===== src/rtl/seq_divider_pkg.sv =====
// Shared types for the RV32M sequential divider: funct3 op encoding and FSM states.
package seq_divider_pkg;

    typedef enum logic [2:0] {
        DIV  = 3'b100,
        DIVU = 3'b101,
        REM  = 3'b110,
        REMU = 3'b111
    } div_op_t;

    typedef enum logic [1:0] {
        IDLE = 2'd0,
        BUSY = 2'd1,
        DONE = 2'd2
    } div_state_t;

endpackage


===== src/rtl/seq_divider_div_lzc.sv =====
// Leading-zero counter used by the divider's early-out path.
// Only compiled when SEQ_DIV_EARLY_OUT_EN is defined; an all-zero input returns XLEN.
`ifdef SEQ_DIV_EARLY_OUT_EN
module div_lzc #(
    parameter int XLEN  = 32,
    parameter int CNT_W = $clog2(XLEN + 1)
) (
    input  logic [XLEN-1:0]  val_i,
    output logic [CNT_W-1:0] cnt_o
);

    // Scan upward so the highest set bit is the last to write the count.
    always_comb begin
        cnt_o = CNT_W'(XLEN);
        for (int i = 0; i < XLEN; i++) begin
            if (val_i[i]) cnt_o = CNT_W'(XLEN - 1 - i);
        end
    end

endmodule
`endif


===== src/rtl/seq_divider.sv =====
// Radix-2 restoring divider for RV32M DIV/DIVU/REM/REMU in EXE; stalls the pipe while iterating.
// Define SEQ_DIV_EARLY_OUT_EN to skip the dividend's leading zeros (iterations = significant bits).
module seq_divider
    import seq_divider_pkg::*;
#(
    parameter int XLEN  = 32,
    parameter int CNT_W = $clog2(XLEN + 1)
) (
    input  logic            clk,
    input  logic            reset_n,
    input  logic            divide_instruction,
    input  logic [2:0]      fun3_exe,
    input  logic [XLEN-1:0] op_a,
    input  logic [XLEN-1:0] op_b,
    input  logic            kill,
    input  logic            exe_advance,
    output logic            divide_stall,
    output logic [XLEN-1:0] div_result,
    output logic            div_result_valid
);

    localparam logic [XLEN-1:0] MIN_NEG = {1'b1, {(XLEN-1){1'b0}}};

    div_state_t       state_q, state_d;
    logic [CNT_W-1:0] cnt_q, cnt_d;
    logic [XLEN-1:0]  rem_q, rem_d;
    logic [XLEN-1:0]  quo_q, quo_d;
    logic [XLEN-1:0]  dvs_q, dvs_d;
    logic [XLEN-1:0]  res_q, res_d;
    logic             qneg_q, qneg_d;
    logic             rneg_q, rneg_d;
    logic             rsel_q, rsel_d;

    // ---------------- operand decode ----------------
    div_op_t          op;
    logic             signed_op, rem_sel;
    logic             a_neg, b_neg;
    logic [XLEN-1:0]  a_mag, b_mag;
    logic             b_zero, ovf, a_zero, start;
    logic [XLEN-1:0]  dvd_init;
    logic [CNT_W-1:0] cnt_init;

    assign op = div_op_t'(fun3_exe);

    always_comb begin
        signed_op = 1'b0;
        rem_sel   = 1'b0;
        case (op)
            DIV:     signed_op = 1'b1;
            REM:     begin signed_op = 1'b1; rem_sel = 1'b1; end
            REMU:    rem_sel = 1'b1;
            default: ;
        endcase
    end

    assign a_neg  = signed_op & op_a[XLEN-1];
    assign b_neg  = signed_op & op_b[XLEN-1];
    assign a_mag  = a_neg ? -op_a : op_a;
    assign b_mag  = b_neg ? -op_b : op_b;
    assign b_zero = (op_b == '0);
    assign ovf    = signed_op && (op_a == MIN_NEG) && (op_b == '1);
    assign start  = (state_q == IDLE) && divide_instruction && !kill;

`ifdef SEQ_DIV_EARLY_OUT_EN
    logic [CNT_W-1:0] lz;

    div_lzc #(.XLEN(XLEN), .CNT_W(CNT_W)) u_lzc (
        .val_i (a_mag),
        .cnt_o (lz)
    );

    // Leading zeros would only produce leading zero quotient bits, so skip them.
    assign dvd_init = a_mag << lz;
    assign cnt_init = CNT_W'(XLEN) - lz;
    assign a_zero   = (a_mag == '0);
`else
    assign dvd_init = a_mag;
    assign cnt_init = CNT_W'(XLEN);
    assign a_zero   = 1'b0;
`endif

    // ---------------- one restoring step ----------------
    logic [XLEN:0]   sh, trial;
    logic            take, last_iter;
    logic [XLEN-1:0] rem_it, quo_it, q_fix, r_fix, res_it;

    // rem < divisor keeps sh - divisor inside XLEN+1 bits, so trial[XLEN] is its sign.
    assign sh        = {rem_q, quo_q[XLEN-1]};
    assign trial     = sh - {1'b0, dvs_q};
    assign take      = ~trial[XLEN];
    assign rem_it    = take ? trial[XLEN-1:0] : sh[XLEN-1:0];
    assign quo_it    = {quo_q[XLEN-2:0], take};
    assign q_fix     = qneg_q ? -quo_it : quo_it;
    assign r_fix     = rneg_q ? -rem_it : rem_it;
    assign res_it    = rsel_q ? r_fix : q_fix;
    assign last_iter = (cnt_q == CNT_W'(1));

    // ---------------- FSM: state register ----------------
    always_ff @(posedge clk or negedge reset_n) begin
        if (!reset_n) state_q <= IDLE;
        else          state_q <= state_d;
    end

    // ---------------- FSM: next state ----------------
    always_comb begin
        state_d = state_q;
        case (state_q)
            IDLE:    if (start) state_d = (b_zero || ovf || a_zero) ? DONE : BUSY;
            BUSY:    if (last_iter) state_d = DONE;
            DONE:    if (exe_advance) state_d = IDLE;
            default: state_d = IDLE;
        endcase
        if (kill) state_d = IDLE;
    end

    // ---------------- FSM: outputs ----------------
    always_comb begin
        divide_stall = 1'b0;
        case (state_q)
            IDLE:    divide_stall = divide_instruction;
            BUSY:    divide_stall = 1'b1;
            default: ;
        endcase
        if (kill) divide_stall = 1'b0;
        div_result_valid = (state_q == DONE);
        div_result       = res_q;
    end

    // ---------------- datapath next state ----------------
    always_comb begin
        cnt_d  = cnt_q;
        rem_d  = rem_q;
        quo_d  = quo_q;
        dvs_d  = dvs_q;
        res_d  = res_q;
        qneg_d = qneg_q;
        rneg_d = rneg_q;
        rsel_d = rsel_q;
        if (start) begin
            cnt_d  = cnt_init;
            rem_d  = '0;
            quo_d  = dvd_init;
            dvs_d  = b_mag;
            qneg_d = a_neg ^ b_neg;
            rneg_d = a_neg;
            rsel_d = rem_sel;
            if (b_zero)      res_d = rem_sel ? op_a : '1;
            else if (ovf)    res_d = rem_sel ? '0 : MIN_NEG;
            else if (a_zero) res_d = '0;
        end else if (state_q == BUSY && !kill) begin
            rem_d = rem_it;
            quo_d = quo_it;
            cnt_d = cnt_q - CNT_W'(1);
            if (last_iter) res_d = res_it;
        end
    end

    always_ff @(posedge clk or negedge reset_n) begin
        if (!reset_n) begin
            cnt_q  <= '0;
            rem_q  <= '0;
            quo_q  <= '0;
            dvs_q  <= '0;
            res_q  <= '0;
            qneg_q <= 1'b0;
            rneg_q <= 1'b0;
            rsel_q <= 1'b0;
        end else begin
            cnt_q  <= cnt_d;
            rem_q  <= rem_d;
            quo_q  <= quo_d;
            dvs_q  <= dvs_d;
            res_q  <= res_d;
            qneg_q <= qneg_d;
            rneg_q <= rneg_d;
            rsel_q <= rsel_d;
        end
    end

endmodule

===== config.mk =====
export PLATFORM = sky130hd
export DESIGN_NAME = seq_divider
export DESIGN_NICKNAME = d
export VERILOG_FILES = /design/src/rtl/seq_divider_pkg.sv /design/src/rtl/seq_divider_div_lzc.sv /design/src/rtl/seq_divider.sv
export SDC_FILE = /design/constraint.sdc
export NUM_CORES = 1
export LEC_CHECK = 0
export CAP_MARGIN = 20
export CORE_UTILIZATION = 50
export DETAILED_ROUTE_END_ITERATION = 6
export DONT_BUFFER_PORTS = 1
export PLACE_DENSITY_LB_ADDON = 0.2
export SLEW_MARGIN = 20
export SYNTH_ARGS = -nofsm -noshare
export SYNTH_HDL_FRONTEND = slang
export SYNTH_HIERARCHICAL = 1
export SYNTH_SLANG_ARGS = --single-unit

===== constraint.sdc =====
create_clock -name clk -period 6.8 [get_ports clk]
set_clock_uncertainty 0.15 [all_clocks]
set_input_delay 1.36 -clock clk [delete_from_list [all_inputs] [get_ports clk]]
set_output_delay 1.36 -clock clk [all_outputs]
set_load 0.01 [all_outputs]

==> flow_summary.yaml, run 1 <==
status:
  outcome: "finished clean"
critical_path:
  r2r_cells: 19
  path_cells: "inv_1 -> ha_1 -> inv_1 -> fa_1 -> a211o_1 -> and3_4 -> o21ai_1 -> a21boi_1 -> o211a_1 -> inv_2 -> mux2i_1 -> ha_1 -> nand2_1 -> nor4_1 -> mux2i_1 -> nor4_1 -> nand4_1 -> mux2_1 -> o211ai_1"
  end_kind: "flip-flop"
  path_delay_family: "simple AND/OR/NAND/NOR gates"
  cp_num_cells: 19
  max_stage_delay_ns: 0.47
  crit_type: "reg2reg"
  crit_path_top_delay_cell: "nor4_1"
  cp.required_ns: 7.00
  path_buf_inv: 3
  critPathLaunchType: "flip-flop"
  crit_path_max_fanout: 8
  worstPathArrival_ns: 5.47
global_route:
  grt_overflow_total: 0
  grt_pass1_wl_um: 58900
  grt_max_degree: 140
  track_usage: 0.319
  grt_pass1_vias: 10600
  antenna_found_initial: 0
synth:
  syn-num-nets: 1596
  yosysSeqAreaShare: 0.300
  synth_edf_count: 0
  yosys_warnings: 6
  ys_types: 80
  synthCells: 1484
  synthArstFlopShare: 1.00
  synth-seq-cells: 139
  ys_dominant_reg_cell: "dfrtp_1"
  syn_area_um2: 11600
  synth_area_per_cell_um2: 7.80
min_path:
  hp-class: "reg2reg"
  hold_depth: 2
cts:
  cts_setup_buffers: 0
  cts_sinks: 139
  cts_tree: "yes"
  hold_buffers: 0
  cts-root-buf: "clkbuf_16"
  cts_resized: 0
  cts_inserted_buffers: 17
  htree_levels: 4
  clk_pin_slew_ns: 0.06
  cts.path.max_buffers: 2
  clk_latency_ns: 0.44
pwr:
  power_density_nw_per_um2: 490
  leakagePower_nw: 5.03
  irDropWorstVdd_v: 0.000243
floorplan:
  rows: 55
  die_x_um: 154
  die_h_um: 154
  die-area_um2: 23800
  ios: 106
  core_um2: 22700
  initial_utilization: 0.510
drt:
  ant_nets: 0
  dr_total_vias: 11200
  routed_via_density: 6.46
  dr.first_iter.drc_count: 1178
  drc_errors: 0
  wl_per_cell_um: 21.5
  drt_first_pass_iters: 5
  routed_wirelength_um: 37200
sta:
  setup_viol: 0
  finalSetupTns_ns: 0
  worst_pin_slew_ns: 1.03
  slew_headroom: 0.314
  layout_min_cycle_time_ns: 5.27
  rsz0062_at_grt: "no"
  fmax_mhz: 190
  hold_violations: 0
  min_period_over_period: 0.774
  slew_viol_final: 0
cells_and_area:
  nFillCells: 2172
  drive_gt1_frac: 0.0512
  diodes: 0
  nets: 1543
  most-common-layout-cells: "211 x nand2_1, 189 x o21ai_0, 139 x dfrtp_1"
  layout_commonest_cell: "nand2_1"
  syn_to_final_growth_pct: 6.37
  fin_area_um2: 12300
placement:
  placement.io_buffers: 0
  gp_congestion: 0.939
  place_hpwl_um: 27500
  placed_area_um2: 11700
flow_run:
  cap_violations: 0
cells by family (layout without fill, tap and decap cells):
group	after synthesis	after routing	synth area share
flops	139	139	0.300
xor+xnor	137	137	0.104
fa+ha+maj	40	40	0.0439
buf+inv	143	103	0.0506
compound gates	498	498	0.270
simple gates	500	500	0.208
mux	27	27	0.0236
report_power, final:
group	total (mW)	switching (mW)	internal, mW	leakage, nW
Combinational	3.69	2.37	1.32	2.98
Sequential	1.41	0.339	1.07	1.79
Clock	0.935	0.412	0.523	0.270
synth_stat cells, types with 5 or more instances:
master,n,share of area
a311oi_1,5,0.0038
o22ai_1,33,0.018
nor2b_1,9,0.0049
nor3_1,44,0.019
nand4_1,21,0.011
a21o_1,20,0.013
ha_1,39,0.042
o31ai_1,31,0.020
or2_2,7,0.0038
mux2i_1,25,0.022
xnor2_1,70,0.053
a211oi_1,13,0.0084
buf_2,16,0.0069
o41ai_1,20,0.015
buf_1,7,0.0023
or3_1,18,0.0097
nor3b_1,7,0.0045
nand3_1,21,0.0091
dfrtp_1,139,0.30
or4_1,13,0.0084
nand2b_1,10,0.0054
a211o_1,5,0.0038
xor2_1,67,0.051
nor2_1,87,0.028
o21a_1,10,0.0065
a21oi_1,71,0.031
o211ai_1,12,0.0078
a22o_1,12,0.0091
and3_1,5,0.0027
nand2_1,211,0.068
inv_1,57,0.018
clkbuf_1,55,0.018
nor4_1,19,0.010
o21ai_0,190,0.082
a31oi_1,14,0.0076
and2_1,6,0.0032
o21ai_1,13,0.0056
a21oi_2,5,0.0038
nor4b_1,5,0.0038
flip-flops by register name (all words and copies together), names as in the netlist:
name	count
quo_q	32
state_q	2
cnt_q	6
rneg_q	1
dvs_q	32
rsel_q	1
div_result	32
rem_q	32
qneg_q	1
worst register-to-register path, delay by kind of cell, from the launching register on:
kind / cells / cell delay [ns]
adder cells (fa/ha/maj): 3 / 0.86
buffers and inverters: 3 / 0.29
AND/OR/NAND/NOR: 5 / 1.38
AO/OA/AOI/OAI: 5 / 1.08
multiplexers: 3 / 1.00
flip-flops: 1 / 0.44
path summary, 6_finish.rpt:
check / from / slack, ns / endpoint
max: quo_q[31] / 1.53 / div_result[28]
max reg2reg: quo_q[31] / 1.53 / div_result[28]
max in group asynchronous: reset_n / 5.84 / dvs_q[16]
min: dvs_q[16] / 0.33 / dvs_q[16]
min reg2reg: dvs_q[16] / 0.33 / dvs_q[16]
min in group asynchronous: reset_n / 0.47 / quo_q[20]
area by class of cell:
class | count | area, um2 | area share
clock inverter | 13 | 133 | 0.0108
clock buffer | 19 | 443 | 0.0360
multi-input combinational | 1202 | 7560 | 0.613
timing repair buffer | 12 | 130 | 0.0106
tap | 285 | 357 | 0.0289
sequential | 139 | 3480 | 0.282
inverter | 59 | 221 | 0.0180
per-layer routing:
layer	wire length, um	part of all wire	GRT usage
met1	16800	0.45	0.445
met2	16200	0.44	0.479
met3	3300	0.089	0.0815
met4	908	0.024	0.109
met5	0	0	0
per-stage QoR:
step	hold slack [ns]	setup slack [ns]	cells	power (mW)	utilization
after floorplan	0.300	1.67	1484	4.09	-
after global placement	0.313	1.81	1695	4.98	0.515
after detailed placement	0.321	1.70	1695	5.00	0.515
after CTS	0.336	1.63	1727	5.95	0.540
after global routing	0.345	1.09	1729	6.45	0.542
final	0.327	1.53	1729	6.04	0.542
Power figures use the tool's default switching activity.
==> inputs of run 2 (changes only) <==
==> constraint.sdc (replaced) <==
create_clock -name clk -period 4.7 [get_ports clk]
set_clock_uncertainty 0.15 [all_clocks]
set_input_delay 0.94 -clock clk [delete_from_list [all_inputs] [get_ports clk]]
set_output_delay 0.94 -clock clk [all_outputs]
set_load 0.01 [all_outputs]
==> flow_summary.yaml, run 2 (synthesis gave the netlist of run 1 again) <==
sta:
  setup_viol: 0
  fmax_mhz: 213
  min_period_over_period: 0.999
  hold_violations: 0
  worst_pin_slew_ns: 1.03
  layout_min_cycle_time_ns: 4.70
  rsz0062_at_grt: "yes"
  slew_headroom: 0.312
  slew_viol_final: 0
cells_and_area:
  nets: 1587
  seqCellArea_um2: 3480
  drive_gt1_frac: 0.0975
  nFillCells: 2120
  most-common-layout-cells: "209 x nand2_1, 189 x o21ai_0, 139 x dfrtp_1"
  fin_area_um2: 12800
  layout_commonest_cell: "nand2_1"
  diodes: 0
  syn_to_final_growth_pct: 10.5
  multiInputGateArea_um2: 7720
global_route:
  grt_pass1_vias: 10400
  track_usage: 0.320
  antenna_found_initial: 0
  grt_max_degree: 140
  grt_pass1_wl_um: 58700
  grt_overflow_total: 0
pwr:
  p_seq_frac: 0.217
  combPwrFrac: 0.639
  power_density_nw_per_um2: 733
  leakagePower_nw: 5.25
  power.switching_mw: 4.74
  power_frac_clock: 0.144
  intPower_mw: 4.64
  power.share.switching: 0.505
  total_power_mw: 9.38
  irDropWorstVdd_v: 0.000361
drt:
  drc_errors: 0
  wl_per_cell_um: 21.4
  drt_first_pass_iters: 6
  routed_via_density: 6.39
  routed_wirelength_um: 37900
  ant_nets: 0
  dr_total_vias: 11300
  dr.first_iter.drc_count: 1207
critical_path:
  path_buf_inv: 4
  path_delay_family: "compound AO/OA/AOI/OAI gates"
  worstPathArrival_ns: 4.87
  path_cells: "inv_2 -> ha_4 -> inv_2 -> fa_2 -> a211o_1 -> and3_4 -> o21ai_4 -> a21boi_2 -> o211a_1 -> inv_4 -> mux2i_4 -> ha_4 -> inv_4 -> nor4_4 -> nand4b_1 -> nor2_1 -> a31oi_2 -> or4_4 -> o31ai_4 -> xor2_1 -> a221oi_1"
  r2r-end: "div_result[30]"
  crit_path_max_fanout: 7
  r2r-start: "quo_q[31]"
  reg2reg_slack_ns: 0.005
  r2r_cells: 21
  crit_path_top_delay_cell: "or4_4"
  critPathLaunchType: "flip-flop"
  end_kind: "flip-flop"
  max_stage_delay_ns: 0.51
  cp.required_ns: 4.88
  crit_type: "reg2reg"
floorplan:
  die_x_um: 154
  die_h_um: 154
  rows: 55
  core_um2: 22700
  die-area_um2: 23800
  initial_utilization: 0.510
  ios: 106
status:
  outcome: "finished clean"
cts:
  cts_inserted_buffers: 17
  cts-root-buf: "clkbuf_16"
  cts_sinks: 139
  clk_pin_slew_ns: 0.07
  cts.path.max_buffers: 2
  cts_tree: "yes"
  hold_buffers: 0
  clk_latency_ns: 0.44
  htree_levels: 4
placement:
  placed_area_um2: 12000
  placement.io_buffers: 0
  place_hpwl_um: 28100
  gp_congestion: 0.951
min_path:
  hp-class: "in2async"
flow_run:
  cap_violations: 0
run 2: layout make-up:
| cell class | instances | share of cell area |
|---|---|---|
| clock buffer | 18 | 0.0343 |
| clock inverter | 13 | 0.0104 |
| inverter | 59 | 0.0177 |
| multi-input combinational | 1202 | 0.603 |
| sequential | 139 | 0.272 |
| tap | 285 | 0.0279 |
| timing repair buffer | 56 | 0.0348 |
run 2: worst reg2reg max path, delay by kind of cell, from the launching register on:
family / cells / cell delay (ns)
flops: 1 / 0.40
mux: 1 / 0.28
xor+xnor: 1 / 0.10
buf+inv: 4 / 0.30
fa+ha+maj: 3 / 0.66
compound gates: 7 / 1.41
simple gates: 5 / 1.28
run 2: per-stage QoR:
| stage | std cells | setup TNS (ns) | setup WS (ns) | hold slack, ns | util |
|---|---|---|---|---|---|
| final | 1772 | 0 | 0.00458 | 0.0511 | 0.563 |
| after global routing | 1772 | -0.232 | -0.137 | 0.0341 | 0.563 |
| after CTS | 1764 | 0 | 0.000517 | 0.0355 | 0.555 |
| after detailed placement | 1733 | -0.0428 | -0.0428 | 0.320 | 0.529 |
| after global placement | 1733 | 0 | 0.106 | 0.313 | 0.529 |
| after floorplan | 1484 | -0.0692 | -0.0692 | 0.300 | - |
run 2: layer usage:
layer	part of all wire	vias to the layer above	GRT usage	routed length, um
met5	0	-	0	0
met4	0.021	0	0.0881	808
met3	0.085	64	0.0754	3230
met2	0.44	494	0.487	16600
met1	0.45	5381	0.454	17200
li1	-	5382	-	-
run 2: how the worst max path moves through the flow:
stage	end	cells past startpoint	slack, ns	from
2_1_floorplan	div_result[30]	26	-0.07	quo_q[31]
3_3_place_gp	div_result[30]	21	0.11	quo_q[31]
3_5_place_dp	div_result[30]	21	-0.04	quo_q[31]
4_1_cts	div_result[30]	21	0.0005	quo_q[31]
5_1_grt	div_result[30]	21	-0.14	quo_q[31]
6_report	div_result[30]	21	0.005	quo_q[31]
run 2: power groups by stage:
stage	logic (mW)	registers (mW)	clock network [mW]
after floorplan	4.10	1.88	0
after global placement	5.54	2.03	0
after detailed placement	5.58	2.04	0
after CTS	5.65	2.02	1.36
after global routing	6.49	2.08	1.41
final	6.00	2.04	1.35
run 2: repair_timing:
| action | 4_1_cts | 5_1_grt |
|---|---|---|
| setup endpoints to repair | 3 | 12 |
| pin swaps | 1 | 18 |
| gates resized for setup | 3 | 27 |
| buffers inserted | 0 | 8 |
